[config.mk]
export PLATFORM = sky130hd
export DESIGN_NAME = booth_datapath_flat
export DESIGN_NICKNAME = d
export VERILOG_FILES = /design/src/rtl/booth_datapath_if.sv /design/src/rtl/booth_datapath.sv /design/src/flat_wrapper.sv
export SDC_FILE = /design/constraint.sdc
export NUM_CORES = 1
export LEC_CHECK = 0
export CAP_MARGIN = 20
export CORE_MARGIN = 2
export CORE_UTILIZATION = 40
export CTS_CLUSTER_SIZE = 25
export DETAILED_ROUTE_END_ITERATION = 10
export PLACE_DENSITY = 0.82
export SETUP_SLACK_MARGIN = 0.5
export SLEW_MARGIN = 20
export SYNTH_ARGS = -nofsm -noshare
export SYNTH_HDL_FRONTEND = slang
export SYNTH_SLANG_ARGS = --single-unit
[constraint.sdc]
create_clock -name clk -period 1.9 [get_ports clk]
set_input_delay 0.38 -clock clk [delete_from_list [all_inputs] [get_ports clk]]
set_output_delay 0.38 -clock clk [all_outputs]
set_load 0.02 [all_outputs]
[src/rtl/booth_datapath_if.sv]
// Command/status bundle between the Booth multiplier control FSM (master) and its datapath (slave).
interface booth_datapath_if #(
  parameter int unsigned WIDTH = 4
);
  logic [WIDTH-1:0]   multiplicand;
  logic [WIDTH-1:0]   multiplier;
  logic [1:0]         q_mode;
  logic [1:0]         a_mode;
  logic               m_load;
  logic [1:0]         alu_op;
  logic               q0;
  logic               q_m1;
  logic               count_zero;
  logic [2*WIDTH-1:0] product;

  modport master (
    output multiplicand, multiplier, q_mode, a_mode, m_load, alu_op,
    input  q0, q_m1, count_zero, product
  );

  modport slave (
    input  multiplicand, multiplier, q_mode, a_mode, m_load, alu_op,
    output q0, q_m1, count_zero, product
  );
endinterface

[src/rtl/booth_datapath.sv]
// Booth radix-2 multiplier datapath: M, A, Q, Q-1 and iteration counter driven by FSM commands.
module booth_datapath #(
  parameter int unsigned WIDTH = 4
) (
  input logic             clk,
  input logic             rst_n,
  booth_datapath_if.slave bus
);
  localparam int unsigned CW = $clog2(WIDTH + 1);

  logic [WIDTH-1:0] a_q, a_d;
  logic [WIDTH-1:0] q_q, q_d;
  logic [WIDTH-1:0] m_q, m_d;
  logic             qm1_q, qm1_d;
  logic [CW-1:0]    cnt_q, cnt_d;
  logic [WIDTH-1:0] alu_res;

  // Sums wrap modulo 2^WIDTH; pass codes leave A unchanged.
  always_comb begin
    alu_res = a_q;
    unique case (bus.alu_op)
      2'b01:   alu_res = a_q + m_q;
      2'b10:   alu_res = a_q - m_q;
      default: alu_res = a_q;
    endcase
  end

  always_comb begin
    a_d = a_q;
    unique case (bus.a_mode)
      2'b00:   a_d = alu_res;
      2'b01:   a_d = a_q;
      2'b10:   a_d = {a_q[WIDTH-1], a_q[WIDTH-1:1]};
      default: a_d = '0;
    endcase
  end

  // Shift pulls the pre-edge A[0] even when A is also being rewritten this edge.
  always_comb begin
    q_d   = q_q;
    qm1_d = qm1_q;
    unique case (bus.q_mode)
      2'b00: begin
        q_d   = q_q;
        qm1_d = qm1_q;
      end
      2'b01: begin
        q_d   = bus.multiplier;
        qm1_d = 1'b0;
      end
      2'b10: begin
        q_d   = {a_q[0], q_q[WIDTH-1:1]};
        qm1_d = q_q[0];
      end
      default: begin
        q_d   = '0;
        qm1_d = 1'b0;
      end
    endcase
  end

  always_comb begin
    m_d   = bus.m_load ? bus.multiplicand : m_q;
    cnt_d = cnt_q;
    if (bus.m_load) begin
      cnt_d = CW'(WIDTH);
    end else if (bus.q_mode == 2'b10 && cnt_q != '0) begin
      cnt_d = cnt_q - CW'(1);
    end
  end

  always_ff @(posedge clk or negedge rst_n) begin
    if (!rst_n) begin
      a_q   <= '0;
      q_q   <= '0;
      m_q   <= '0;
      qm1_q <= 1'b0;
      cnt_q <= '0;
    end else begin
      a_q   <= a_d;
      q_q   <= q_d;
      m_q   <= m_d;
      qm1_q <= qm1_d;
      cnt_q <= cnt_d;
    end
  end

  assign bus.q0         = q_q[0];
  assign bus.q_m1       = qm1_q;
  assign bus.count_zero = (cnt_q == '0);
  assign bus.product    = {a_q, q_q};
endmodule

[src/flat_wrapper.sv]
// flat-port wrapper written by rule: the top's interface ports become plain ports
module booth_datapath_flat 
#(
  parameter int unsigned WIDTH = 4
)
  (clk, rst_n, bus_multiplicand, bus_multiplier, bus_q_mode, bus_a_mode, bus_m_load, bus_alu_op, bus_q0, bus_q_m1, bus_count_zero, bus_product);
  booth_datapath_if #(.WIDTH(WIDTH)) bus_i ();
  input logic clk;
  input logic rst_n;
  input wire logic [$bits(bus_i.multiplicand)-1:0] bus_multiplicand;
  input wire logic [$bits(bus_i.multiplier)-1:0] bus_multiplier;
  input wire logic [$bits(bus_i.q_mode)-1:0] bus_q_mode;
  input wire logic [$bits(bus_i.a_mode)-1:0] bus_a_mode;
  input wire logic [$bits(bus_i.m_load)-1:0] bus_m_load;
  input wire logic [$bits(bus_i.alu_op)-1:0] bus_alu_op;
  output wire logic [$bits(bus_i.q0)-1:0] bus_q0;
  output wire logic [$bits(bus_i.q_m1)-1:0] bus_q_m1;
  output wire logic [$bits(bus_i.count_zero)-1:0] bus_count_zero;
  output wire logic [$bits(bus_i.product)-1:0] bus_product;
  assign bus_i.multiplicand = bus_multiplicand;
  assign bus_i.multiplier = bus_multiplier;
  assign bus_i.q_mode = bus_q_mode;
  assign bus_i.a_mode = bus_a_mode;
  assign bus_i.m_load = bus_m_load;
  assign bus_i.alu_op = bus_alu_op;
  assign bus_q0 = bus_i.q0;
  assign bus_q_m1 = bus_i.q_m1;
  assign bus_count_zero = bus_i.count_zero;
  assign bus_product = bus_i.product;
  booth_datapath #(.WIDTH(WIDTH)) u_core (.clk(clk), .rst_n(rst_n), .bus(bus_i));
endmodule
# Yosys cells after proc, flatten, opt, wreduce, memory -nomap -nowiden
# Index checks and enable logic that the tools add are counted.
[totals] input_bits=17 mem_bits_ro=0 mem_count=0 latchBits=0 mem_bits_rw=0 register_bits=16
[classes] add_sub_neg=3 n_mux=6 bitwise_logic=2 n_reduce_logical=8 n_shift=0 order_cmp=0 div=0 eq_ne=7 mul=0
[op_table] cell="one-hot mux 4 bit (3 select lines)" count=2
[op_table] cell="one-hot mux 4 bit (2 select lines)" count=1
[op_table] cell="== test 2 x 1 -> 1 bit (second input constant)" count=3
[op_table] cell="== test 2 bit (second input constant)" count=3
[op_table] cell="two-way mux 3 bit" count=2
[op_table] cell="adder 4 bit" count=1
[op_table] cell="zero test 2 bit" count=2
[op_table] cell="subtractor 4 bit" count=1
[op_table] cell="zero test 3 bit" count=1
[op_table] cell="inequality test 3 bit (second input constant)" count=1
[op_table] cell="AND reduction 3 bit" count=1
[op_table] cell="nonzero test 3 bit" count=1
[op_table] cell="subtractor 3 x 1 -> 3 bit (second input constant)" count=1
[op_table] cell="inverter 1 bit" count=2
[op_table] cell="one-hot mux 1 bit (2 select lines)" count=1
[op_table] cell="AND reduction 2 bit" count=1
[op_table] cell="nonzero test 2 bit" count=1
[op_table] cell="logical AND 1 bit" count=1

# Depth between registers and ports, before layout
[depth] ltp_word=4 ltp_mapped=10 mapped_depth_nobuf=10

# Worst setup path after synthesis
# Ideal clock, no wire load.
[synth_timing] path_kind="reg2reg" startpoint="reg u_core.m_q[0]" endpoint="reg u_core.a_q[3]" stages_incl_launch_ff=11 required_ns=1.773 setup_time_ns=0.127 path_slack_ns=-0.164 t_arrival_ns=1.937 path_buffers=0 cell_sequence="dfrtp_1 -> inv_1 -> ha_1 -> mux2_2 -> inv_1 -> ha_1 -> nand2_1 -> o21ai_0 -> or3_1 -> o41ai_2 -> nor3_1"
[synth_between] elab_chain_len=3 elab_cells_between_ends=4 cone_classes="2 x add/sub; 2 x mux"
[synth_rtl] item="start, declared" line_no="booth_datapath.sv:13" text="logic [WIDTH-1:0] m_q, m_d;"
[synth_rtl] item="start signal, assigned" line_no="booth_datapath.sv:82" text="m_q <= m_d;"
[synth_rtl] item="subtractor 4 bit / adder 4 bit (equally long branches)" line_no="booth_datapath.sv:23, booth_datapath.sv:22"
[synth_rtl] item="one-hot mux 4 bit (2 select lines) *" line_no="booth_datapath.sv:21" text="unique case (bus.alu_op)"
[synth_rtl] item="one-hot mux 4 bit (3 select lines) *" line_no="booth_datapath.sv:30" text="unique case (bus.a_mode)"
[synth_rtl] item="end signal, assigned" line_no="booth_datapath.sv:74" text="a_q <= '0;"
[synth_rtl] item="end signal, assigned" line_no="booth_datapath.sv:80" text="a_q <= a_d;"
[synth_rtl] item="end, declared" line_no="booth_datapath.sv:11" text="logic [WIDTH-1:0] a_q, a_d;"
# Mark *: on every way between the ends. The rest lies on a longest branch, timed or not.
# A chain may end at the register's enable or synchronous reset.

# Worst setup path in the final report
# Same ends and word-level chain as after synthesis.

==> impl_metrics.env <==
export IMPL_status="finished, violations left"
export IMPL_violations="negative setup slack"
export IMPL_drc=0
export IMPL_crit_family="simple AND/OR/NAND/NOR gates"
export IMPL_antenna_diode_count=0
export IMPL_yosys_cell_types_count=30
export IMPL_globalRouteMet1Util=0.190
export IMPL_period_share=1.12
export IMPL_clk_latency_ns=0.30
export IMPL_wl_per_cell_um=12.8
export IMPL_ys_seq_area_frac=0.405
export IMPL_io_pins=28
export IMPL_clk_pin_slew_ns=0.10
export IMPL_tritoncts="yes"
export IMPL_synth_most_common_cell="dfrtp_1"
export IMPL_finalClockSkew_ns=0.00171
export IMPL_max_freq_ghz=0.471
export IMPL_ir_drop_mv=0.499
export IMPL_synthTopCellsByArea="dfrtp_1 (41%), ha_1 (11%), nand2_1 (4.9%)"
export IMPL_grt_max_degree=17
export IMPL_pre_cts_slack_ns=-0.658
export IMPL_endpoint_kind="flip-flop"
export IMPL_synth_top_area_cell="dfrtp_1"
export IMPL_nets=181
export IMPL_hold_violations=0
export IMPL_use_met2=0.356
export IMPL_die_h_um=53.7
export IMPL_fin_ws_ns=-0.225
export IMPL_grt_pass1_vias=921
export IMPL_dr_pass1_iters=5
export IMPL_synth_edf_count=0
export IMPL_syn_nets=132
export IMPL_cts_buffer_depth=2
export IMPL_critPathMaxStageDelay_ns=0.41
export IMPL_relSlewSlack=0.770
export IMPL_numCtsBuffers=3
export IMPL_drt_total_wl_um=2350
export IMPL_cts_root_buf="clkbuf_4"
export IMPL_portBuffers=27
export IMPL_synth_flop_cell="dfrtp_1"
export IMPL_crit_required_ns=2.09
export IMPL_cap_violations=0
export IMPL_finalCriticalPeriod_ns=2.12
export IMPL_ys_warn_count=0
export IMPL_ant_nets=0
export IMPL_syn2layout_area_growth_pct=54.9
export IMPL_overflow=0
export IMPL_avgSynthCellArea_um2=9.41
export IMPL_dp_hpwl_um=1630
export IMPL_synth_seq_cells=16
export IMPL_grtUsageMet3=0.0417
export IMPL_whs_ns=0.385
export IMPL_top_usage_layer="met2"
export IMPL_die_x_um=53.7
export IMPL_setup_violations=3
export IMPL_routed_via_count=912
export IMPL_gp_congestion=0.793
export IMPL_cp_buffers_inverters=2
export IMPL_numClockSinks=16
export IMPL_fill_cells=194
export IMPL_critPathArrivalTime_ns=2.31
export IMPL_path_class="reg2reg"
export IMPL_tns_ns=-0.301
export IMPL_netlist_area_leader_share=0.405
export IMPL_grt_pass1_wl_um=3880
export IMPL_path_cells="inv_2 > ha_4 > mux2_4 > inv_1 > ha_1 > nand2_1 > o21ai_2 > or3_1 > o41ai_2 > nor3_1"
export IMPL_grt_total_usage=0.188
export IMPL_drt_vias_per_instance=4.98
export IMPL_leakagePower_nw=0.701
export IMPL_initial_utilization=0.410
export IMPL_tightest_slew_ns=0.344
export IMPL_final_core_utilization=0.636
export IMPL_path_max_fanout=2
export IMPL_drtIter0Drc=13
export IMPL_crit_slowest_cell="dfrtp_1"
export IMPL_cp_start_kind="flip-flop"
export IMPL_syn_area_um2=988
export IMPL_finalMaxSlewViolations=0
export IMPL_min_path_type="in2async"
export IMPL_rsz0062_at_grt="true"
export IMPL_syn_inst=105
export IMPL_powerDensity_nw_per_um2=747
export IMPL_core_area_um2=2410
export IMPL_async_reset_ff_frac=1.00
export IMPL_cts_hold_buf=0
export IMPL_netlist_top_cells_count="dfrtp_1 (16), nand2_1 (13), inv_1 (10), ha_1 (9), o21ai_0 (9)"
export IMPL_row_count=18
export IMPL_antenna_found_initial=0
export IMPL_die_area_um2=2880
export IMPL_htree_levels=1
export IMPL_drive_above_1_share=0.386
==> worst paths after layout <==
kind	from	endpoint	slack [ns]	cells after the start
min in group clk	u_core.bus.q_m1	u_core.bus.q_m1	0.50	2
setup reg to reg	u_core.m_q[0]	u_core.a_q[3]	-0.22	10
max in group asynchronous	rst_n	u_core.a_q[3]	1.34	2
hold reg to reg	u_core.bus.q_m1	u_core.bus.q_m1	0.50	2
setup / recovery	u_core.m_q[0]	u_core.a_q[3]	-0.22	10
hold / removal	rst_n	u_core.cnt_q[2]	0.39	2
==> timing repair <==
action / CTS / global route
resized for setup: 46 / 22
setup buffers: 5 / 4
setup endpoints to repair: 16 / 20
pin swaps: 5 / 6
cloned: 0 / 0
==> state kept, by name, indices dropped and copies added (netlist names) <==
signal	cells
u_core.q_q	4
u_core.a_q	4
u_core.bus.q_m1	1
u_core.cnt_q	3
u_core.m_q	4
==> kinds of logic (layout without fill, tap and decap cells) <==
family                   count (synthesis)  in the layout  share of synthesized area
AND/OR/NAND/NOR                         32             32                      0.153
AO/OA/AOI/OAI                           24             24                      0.154
flip-flops                              16             16                      0.405
buffers and inverters                   14             62                     0.0570
adder cells (fa/ha/maj)                 10             10                      0.134
XOR/XNOR                                 5              5                     0.0519
multiplexers                             4              4                     0.0443
==> worst register-to-register path: cells and delay by family, from the launching register on <==
kind            cells  cell delay (ns)
compound gates      2             0.26
buf+inv             2             0.17
flops               1             0.41
simple gates        3             0.49
fa+ha+maj           2             0.42
mux                 1             0.28
==> through the flow <==
stage | power (W) | area [µm²] | std cells
finish | 0.00114 | 1530 | 183
detailed placement | 0.000836 | 1380 | 170
floorplan | 0.000647 | 1000 | 105
global placement | 0.000812 | 1380 | 170
global route | 0.00122 | 1530 | 183
CTS | 0.00111 | 1500 | 179
==> report_power, final <==
part           internal [W]  switching [W]
Combinational      0.000265       0.000232
Clock              0.000117       0.000118
Sequential         0.000377      0.0000353
==> routing by layer <==
layer	wire, µm	vias up
met5	0	-
met4	46	0
met3	112	7
met2	1280	24
met1	910	432
li1	-	449
==> area by class of cell <==
type,instances,area (µm²),area share
Sequential cell,16,400,0.261
Tap cell,30,37.5,0.0245
Clock buffer,4,36.3,0.0237
Timing Repair Buffer,47,397,0.259
Inverter,11,41.3,0.0270
Multi-Input combinational cell,75,619,0.404
==> placed cells by master, fill, tap and decap left out, types with 2 or more instances in the layout <==
master	Yosys	final
buf_2	0	2
mux2_2	3	2
ha_4	0	4
nand2b_1	3	2
clkdlybuf4s50_1	0	14
a21oi_2	0	2
buf_4	1	16
dlygate4sd2_1	0	2
a22oi_1	4	4
nor2_1	8	6
nor2_2	2	4
inv_1	10	6
buf_6	0	7
o21ai_1	3	3
xnor2_1	3	3
clkbuf_2	0	6
inv_2	0	4
o21ai_0	9	8
nor3_1	2	2
dfrtp_1	16	16
clkbuf_4	0	3
nand2_1	13	13
ha_1	9	4
(Power assumes the default switching activity.)
==> patch (same settings) <==
Reset style: synchronous (`rst_n`), changed in one clocked block.
--- a/src/rtl/booth_datapath.sv
+++ b/src/rtl/booth_datapath.sv
@@ -70,5 +70,5 @@
   end
 
-  always_ff @(posedge clk or negedge rst_n) begin
+  always_ff @(posedge clk) begin
     if (!rst_n) begin
       a_q   <= '0;
Function: differs if rst_n is asserted again (counterexample within 4 cycles, from zero or initial values and one cycle with rst_n low); with rst_n held inactive, the same outputs for 10 cycles.
==> patch against the original RTL <==
Design area fell by 0.57%. Worst setup slack gained 290 ps. Critical path depth stayed put. Maximum frequency is 16% higher. Sequential cell count unchanged. Global-route usage is 0.082 points higher. Routed wire length is 7.0% higher. Utilization is 1.5 points lower. Area after synthesis up 3.7%. Total power decreased by 23%. Critical endpoint is now u_core.a_q[1]. Highest routed layer unchanged.
==> patch: results (changes against the original RTL) <==
{
  "outcome": "complete, no violations",
  "wl_per_cell": {"value": 13.13, "unit": "microns", "change": "+2.5%"},
  "grt_first_pass_wirelength": {"value": 3988, "unit": "microns", "change": "+2.9%"},
  "critical-path-slowest-cell": "sky130_fd_sc_hd__fa_2",
  "worstPathArrival": {"value": 2020, "unit": "ps", "change": "-290 ps"},
  "pwr_density_cell": {"value": 576.9, "unit": "nW/um^2", "change": "-23%"},
  "grt_max_degree": {"value": 12, "change": "-5"},
  "max_slew.worst_pin.slew": {"value": 378.2, "unit": "ps", "change": "+34.72 ps"},
  "power-top-group": "sequential cells",
  "grt_pass1_vias": {"value": 973, "change": "+5.6%"},
  "drt_first_iter_violations": {"value": 9, "change": "-4"},
  "netlist_top_cells_count": "sky130_fd_sc_hd__nor2_1, sky130_fd_sc_hd__dfxtp_1, sky130_fd_sc_hd__inv_1",
  "worst_r2r_startpoint": "u_core.m_q[0]",
  "clk_lat_worst_skew": {"value": 280, "unit": "ps", "change": "-20 ps"},
  "hpwlAfterDp": {"value": 1844, "unit": "microns", "change": "+13%"},
  "switching_part_of_the_total_power": {"value": 0.3006, "change": "-0.03626"},
  "synth_top_flop_cell": "sky130_fd_sc_hd__dfxtp_1",
  "rr_endpoint": "u_core.a_q[1]",
  "synth.area.top_cells": "sky130_fd_sc_hd__dfxtp_1, sky130_fd_sc_hd__ha_1, sky130_fd_sc_hd__nor2_1, sky130_fd_sc_hd__a21oi_1, sky130_fd_sc_hd__inv_1",
  "netlist-cell-type-count": {"value": 34, "change": "+13%"},
  "critPathTopFamily": "adder cells",
  "post_synth_fa_ha_maj_area_fraction": {"value": 0.1294, "change": "-0.004751"},
  "globalplace.congestion": {"value": 0.8821, "change": "+11%"},
  "compound_gate_fraction_of_synth_area": {"value": 0.2015, "change": "+0.04703"},
  "finalNetCount": {"value": 189, "change": "+4.4%"},
  "post_synth_xor_area_fraction": {"value": 0.05861, "change": "+0.006709"}
}
[patch: cell types whose count changed after synthesis, sizes merged, moves of 3 or more]
cell   before  now
a21oi       3   10
nand2      13    5
mux2        3    0
o21ai      12    6
dfxtp       0   16
mux2i       1    4
inv        10   13
nor2       10   18
dfrtp      16    0
[patch: area by class of cell]
cell class | instances | area [sq um]
sequential | 16 | 327.8
multi-input combinational | 89 | 728.2
fill | 217 | 932.1
inverter | 13 | 51.30
clock buffer | 4 | 36.28
tap | 30 | 37.54
timing repair buffer | 39 | 341.6
[patch: per-layer routing]
metal | up-vias | part of all wire | wire length, microns | track usage
met5 | - | 0 | 0 | 0
met4 | 0 | 0.020 | 51 | 0.1125
met3 | 4 | 0.046 | 115 | 0.01913
met2 | 32 | 0.52 | 1311 | 0.3532
met1 | 465 | 0.41 | 1030 | 0.1987
li1 | 503 | - | - | -
[patch: worst max-delay path by stage]
stage,to,cells past startpoint,startpoint,slack [ps]
after floorplan,u_core.a_q[3],10,u_core.m_q[1],150
after global placement,u_core.a_q[3],10,bus_alu_op[0],-280
after detailed placement,u_core.a_q[3],10,bus_alu_op[0],-370
after CTS,u_core.a_q[3],10,u_core.m_q[0],90
after global routing,u_core.a_q[3],10,u_core.m_q[1],-20
final,u_core.a_q[1],10,u_core.m_q[0],60
[patch: metrics by stage]
stage | hold WS, ps | worst slack (ps) | instances | util | instance area [sq um]
after CTS | 499.8 | 89.07 | 187 | 0.5958 | 1463
after global placement | 477.6 | -284.1 | 180 | 0.5525 | 1356
final | 494.4 | 64.42 | 191 | 0.6203 | 1523
after detailed placement | 481.9 | -369.5 | 180 | 0.5525 | 1356
after global routing | 562.1 | -15.37 | 191 | 0.6203 | 1523
after floorplan | 475.9 | 148.6 | 123 | - | 1035
